===== src/rtl/sqrt_fixed.sv =====
// rtl/sqrt_fixed.sv - unsigned fixed-point square root, one root bit per cycle
// Optional round-to-nearest root enabled by defining SQRT_FIXED_ROUND_EN.
module sqrt_fixed #(
    parameter int WIDTH = 16,
    parameter int FBITS = 8
) (
    input  logic             clk,
    input  logic             rst_n,
    input  logic             start,
    input  logic [WIDTH-1:0] rad,
    output logic             busy,
    output logic             valid,
    output logic [WIDTH-1:0] root,
    output logic [WIDTH-1:0] rem
);
    localparam int ITER = (WIDTH + FBITS) / 2;
    localparam int XW   = 2 * ITER;
    localparam int AW   = ITER + 2;
    localparam int CW   = $clog2(ITER + 1);
`ifdef SQRT_FIXED_ROUND_EN
    localparam int RW   = ITER + 1;
`else
    localparam int RW   = ITER;
`endif
    localparam logic [CW-1:0] LAST = CW'(ITER - 1);

    typedef enum logic [1:0] {IDLE, CALC, DONE} state_t;

    state_t          state_q, state_d;
    logic [XW-1:0]   x_q, x_d;
    logic [AW-1:0]   acc_q, acc_d;
    logic [ITER-1:0] q_q, q_d;
    logic [CW-1:0]   cnt_q, cnt_d;
    logic [RW-1:0]   root_q, root_d;
    logic [ITER:0]   rem_q, rem_d;

    logic [AW-1:0]   acc_sh, test, acc_nx;
    logic [ITER-1:0] q_nx;

    // One restoring step; the partial remainder never needs more than AW bits.
    always_comb begin
        acc_sh = AW'({acc_q, x_q[XW-1 -: 2]});
        test   = acc_sh - {q_q, 2'b01};
        if (!test[AW-1]) begin
            acc_nx = test;
            q_nx   = {q_q[ITER-2:0], 1'b1};
        end else begin
            acc_nx = acc_sh;
            q_nx   = {q_q[ITER-2:0], 1'b0};
        end
    end

    always_comb begin
        state_d = state_q;
        x_d     = x_q;
        acc_d   = acc_q;
        q_d     = q_q;
        cnt_d   = cnt_q;
        root_d  = root_q;
        rem_d   = rem_q;
        case (state_q)
            IDLE, DONE: begin
                if (start) begin
                    x_d   = XW'(rad) << FBITS;
                    acc_d = '0;
                    q_d   = '0;
                    cnt_d = '0;
                    if (rad == '0) begin
                        state_d = DONE;
                        root_d  = '0;
                        rem_d   = '0;
                    end else begin
                        state_d = CALC;
                    end
                end
            end
            CALC: begin
                x_d   = x_q << 2;
                acc_d = acc_nx;
                q_d   = q_nx;
                cnt_d = cnt_q + CW'(1);
                if (cnt_q == LAST) begin
                    state_d = DONE;
                    rem_d   = acc_nx[ITER:0];
`ifdef SQRT_FIXED_ROUND_EN
                    // Remainder above the root means the true root is past the half point.
                    if (acc_nx[ITER:0] > {1'b0, q_nx})
                        root_d = RW'(q_nx) + RW'(1);
                    else
                        root_d = RW'(q_nx);
`else
                    root_d = q_nx;
`endif
                end
            end
            default: state_d = IDLE;
        endcase
    end

    always_ff @(posedge clk or negedge rst_n) begin
        if (!rst_n) begin
            state_q <= IDLE;
            x_q     <= '0;
            acc_q   <= '0;
            q_q     <= '0;
            cnt_q   <= '0;
            root_q  <= '0;
            rem_q   <= '0;
        end else begin
            state_q <= state_d;
            x_q     <= x_d;
            acc_q   <= acc_d;
            q_q     <= q_d;
            cnt_q   <= cnt_d;
            root_q  <= root_d;
            rem_q   <= rem_d;
        end
    end

    assign busy  = (state_q == CALC);
    assign valid = (state_q == DONE);
    assign root  = WIDTH'(root_q);
    assign rem   = WIDTH'(rem_q);

endmodule


===== config.mk =====
export PLATFORM = sky130hd
export DESIGN_NAME = sqrt_fixed
export DESIGN_NICKNAME = d
export VERILOG_FILES = /design/src/rtl/sqrt_fixed.sv
export SDC_FILE = /design/constraint.sdc
export NUM_CORES = 1
export LEC_CHECK = 0
export BUFFER_PORTS_ARGS = -buffer_cell sky130_fd_sc_hd__buf_2
export CAP_MARGIN = 40
export CELL_PAD_IN_SITES_DETAIL_PLACEMENT = 1
export CELL_PAD_IN_SITES_GLOBAL_PLACEMENT = 1
export CORE_MARGIN = 5
export CORE_UTILIZATION = 47
export DETAILED_ROUTE_END_ITERATION = 7
export PLACE_DENSITY = 0.84
export SLEW_MARGIN = 25
export SYNTH_ARGS = -nofsm -noshare
export SYNTH_HDL_FRONTEND = slang
export SYNTH_SLANG_ARGS = --single-unit

===== constraint.sdc =====
create_clock -name clk -period 4.74 [get_ports clk]
set_input_delay 0.948 -clock clk [delete_from_list [all_inputs] [get_ports clk]]
set_output_delay 0.948 -clock clk [all_outputs]
set_load 0.005 [all_outputs]

; ---- After elaboration in Yosys (flattened, before gate mapping)
; Cells that the tools add are included.
[op_classes]
n_addsub = 2
n_eq_ne = 6
n_mux = 22
n_reduce_logical = 7
[ops]
columns = cell, count
row1 = $pmux W12 S2, 3
row2 = $mux W12, 5
row3 = $mux W13, 4
row4 = $pmux W24 S2, 1
row5 = $pmux W13 S2, 1
row6 = $mux W24, 1
row7 = $logic_not A16 Y1, 1
row8 = $sub A14 B14 Y14, 1
row9 = $pmux W4 S2, 1
row10 = $mux W2, 3
row11 = $add A4 B1 Y4 const B, 1
row12 = $eq A4 B4 Y1 const B, 1
row13 = $mux W4, 1
row14 = $ne A2 B2 Y1 const B, 2
row15 = $pmux W2 S2, 1
row16 = $reduce_and A2 Y1, 2
row17 = $reduce_and A4 Y1, 1
row18 = $eq A2 B1 Y1 const B, 1
row19 = $eq A2 B2 Y1 const B, 1
row20 = $logic_not A2 Y1, 1
row21 = $ne A2 B1 Y1 const B, 1
row22 = $reduce_bool A2 Y1, 1
row23 = $reduce_or A2 Y1, 1
row24 = $mux W1, 1
[word_totals]
ff_bits = 79
input_bits = 19
output_inout_bits = 34
word_cells = 44

; ---- Logic depth before layout (Yosys ltp)
[logic_depth]
depth_word = 4
mapped_depth = 10
depth_no_buf = 8

; ---- Worst setup path after synthesis
; Ideal clock, no wire load.
[synth_path]
kind = register -> register
start = register acc_q[8]
end = register acc_q[4]
setup_time_ns = 0.131
arrival_ns = 2.110
required_time_ns = 4.609
setup_slack_ns = 2.499
stages_incl_launch_ff = 10
n_path_buf = 2
period_less_slack_ns = 2.241
path_cell_list = dfrtp_1 -> ha_1 -> buf_2 -> a21o_1 -> a31oi_1 -> nand2_1 -> o211ai_4 -> buf_6 -> mux2i_1 -> o21ai_1
[synth_between]
elab_chain_cells = 3
[synth_rtl]
columns = element, line_no
row1 = from (decl), 31  ; logic [AW-1:0] acc_q, acc_d;
row2 = from (signal assigned), 104  ; acc_q <= '0;
row3 = from (signal assigned), 112  ; acc_q <= acc_d;
row4 = $sub A14 B14 Y14, 43  ; test = acc_sh - {q_q, 2'b01};
row5 = $mux W13, 44  ; if (!test[AW-1]) begin
row6 = $pmux W12 S2, 61  ; case (state_q)
; Every way passes these cells.
; A chain may end at the register's enable or synchronous reset.

; ---- Final worst setup path
[layout_path]
start = register state_q[1]
end = output port busy
[layout_between]
elab_chain_cells = 1
[layout_rtl]
columns = element, line_no
row1 = from (decl), 29  ; state_t state_q, state_d;
row2 = from (signal assigned), 110  ; state_q <= state_d;
row3 = $eq A2 B1 Y1, 120  ; assign busy = (state_q == CALC);
row4 = to (decl), 11  ; output logic busy,
; Every way passes these cells.

==> reports/summary.txt <==
Gr ovfl total - 0
First-pass GRT wire length - 15.99 mm
Pwr dens - 892.7 nW/um^2
Synth top area cells - dfrtp_1 (48%), nand2_1 (8.4%), ha_1 (4.4%)
Resize count post-CTS - 0
Detailed-router iteration count before antenna repair - 4
Fmax - 329.6 MHz
Highest metal used - met4
M1 WL - 4.101 mm
Netlist Area Pre-Place - 3664 um^2
Tot Pwr - 0.003781 W
Wire length on met2 - 4.954 mm
CTS sink cnt - 71
H-tree Lvls - 3
Die Span X - 98.29 um
Maximum VDD drop - 392.6 uV
Io pins - 53
Yosys top cell by area - dfrtp_1
CP Max Fanout - 36
Pin count of the biggest net entering global routing - 38
Commonest cells in the netlist - nand2_1 (82), dfrtp_1 (71), o21ai_0 (23)
Unrepaired setup endpoints after global routing - false
Mean area per synthesized cell - 9.442 um^2
Die Y - 98.29 um
Max Slew Vio Count - 0
P&R area growth vs syn - 15.61%
Count of final hold-check violations - 0
Number of nets in the layout - 461
Fill cell count - 892
Final setup margin - 1.706 ns
GPL Wtd Cong - 0.8443
Core occupancy in the finished layout - 55.38%
PortBufs - 45
Post-synth EDFFs - 0
CP Data Arrival Time - 2.09 ns
Post-DP HPWL - 6.654 mm
Routed Antenna Nets - 0
Final setup viols - 0
WL/cell - 17.82 um
Antenna violations before repair - 0
Most common cell in the netlist - nand2_1
Detailed-route via count - 3027
DR vias/cell - 5.647
Post-place setup slack - 2.115 ns
Leakage power - 2.037 nW
FF/Latch Area - 1777 um^2
Max-cap viol count - 0
# DRC - 0
DRT Wirelength - 9.550 mm
Clk slew on worst S/H paths - 0.09 ns
Starting DRC count in detailed routing - 114
Status - finished clean
Rows - 32
Hold WC Path Type - in -> async
Post-Syn Instances - 388
Fin Setup TNS - 0 ns
Initial Utilization - 47.91%
GRT Overall Usage - 20.78%
Max Buffers Root-to-Sink - 2
Library cells used by synthesis - 48
Number of synthesized register bits - 71
Met3 Wirelength - 276 um
Primary FF master, synth - dfrtp_1
Vias in the first global route - 3246
CP Launch Type - flop
CORE AREA - 7647 um^2
Synth Warn # - 0
Fraction of registers with async set/reset - 100.0%
Tmin final - 3.034 ns
Ratio of cells with drive above 1 in the final layout - 17.51%
Final worst-path cycle share - 64.00%
Cts hold-fix bufs - 0
Cts bufs inserted - 9
Postcts setup bufs - 0
CTS root buffer - clkbuf_8
WS Path Type - reg -> out
Crit path required time - 3.79 ns
CP endpoint kind - output port
Slew HR - 55.30%
Die area - 9660 um^2
Slew @ Worst Pin - 0.6673 ns
Share of the synthesized area in the top cell type - 48.50%
Clock Skew - 0.01312 ns
Part of the Yosys area used for sequential elements - 48.50%
Worst skew pair latency - 0.37 ns
Multi-input logic area - 1709 um^2
CTS tree - built
ANT cells - 0
-- worst max-delay path, stage by stage (launching register included) --
cell and delay, ns:
dfrtp_1 0.38, nand2b_1 0.15, buf_4 0.25, inv_1 0.48, buf_4 0.32, buf_2 0.14
-- logic make-up (layout without fill, tap and decap cells) --
logic type               Yosys count  after routing  share of synthesized area, %
flip-flops                        71             71                         48.50
AND/OR/NAND/NOR                  131            131                         16.29
AO/OA/AOI/OAI                    102            102                         18.61
buffers and inverters             46             86                         5.737
other                              1              7                        0.1024
multiplexers                      15             15                         4.166
XOR/XNOR                           9              9                         2.152
adder cells (fa/ha/maj)           13             13                         4.440
-- metrics by stage --
| step | instances | cell area, um^2 | hold WS (ns) |
|---|---|---|---|
| 4_1_cts | 535 | 4215 | 0.4804 |
| 3_3_place_gp | 518 | 3944 | 0.4569 |
| 3_5_place_dp | 519 | 3971 | 0.4628 |
| 5_1_grt | 536 | 4235 | 0.3914 |
| 2_1_floorplan | 394 | 3686 | 0.4459 |
| 6_report | 536 | 4235 | 0.4062 |
-- flip-flops by register name, summed over array words and instances, names as in the netlist --
signal and count:
x_q 16, rem_q 13, acc_q 12, q_q 12, root_q 12, cnt_q 4
state_q 2
-- placed cells by master, fill, tap and decap left out, drive strengths merged, types with 2 or more instances in the layout --
cell    Yosys  routed
nand3       5       5
xnor2       8       8
mux2i      13      13
ha         13      13
a31oi       3       3
a22o        6       6
nor3b       2       2
nor4        4       4
o31ai      14      14
o21a        3       3
a21oi      10      10
dfrtp      71      71
bufinv      0       3
a221o       2       2
mux2        2       2
clkinv      0       2
buf        12      52
a21o        5       5
clkbuf     16       9
inv        18      19
nor2       10      10
a22oi      12      12
nand3b      2       2
nand4       3       3
nor3        6       6
conb        1       7
nor2b       3       3
o21ai      36      36
nand2b      6       6
o211ai      7       7
nand2      82      82
-- layer usage --
layer  vias up  track usage [%]
met5         -                0
met4         0            8.403
met3        23            4.357
met2        53            36.19
met1      1517            24.95
li1       1434                -
-- where the power goes --
part	switching, W	internal, W	leakage [nW]
registers	0.000178	0.000881	0.902
clock network	0.000260	0.000351	0.120
logic	0.00123	0.000876	1.02
-- final timing paths --
path | from | endpoint | slack (ns) | cells after the start
worst max-delay path | state_q[1] | busy | 1.71 | 5
worst min-delay path | rst_n | rem_q[7] | 0.41 | 1
worst max register to register | acc_q[8] | rem_q[8] | 2.10 | 7
worst min register to register | root_q[7] | root_q[7] | 0.48 | 2
max in group asynchronous | rst_n | acc_q[1] | 3.59 | 2
min in group clk | root_q[7] | root_q[7] | 0.48 | 2
-- final cells by class --
cell class | count | share of cell area [%]
clock buffer | 9 | 2.925
clock inverter | 7 | 2.836
inverter | 18 | 1.595
multi-input combinational | 277 | 40.35
sequential | 71 | 41.95
tap | 102 | 3.013
timing repair buffer | 52 | 7.326
Note: power is estimated with default switching activity, not from simulation.
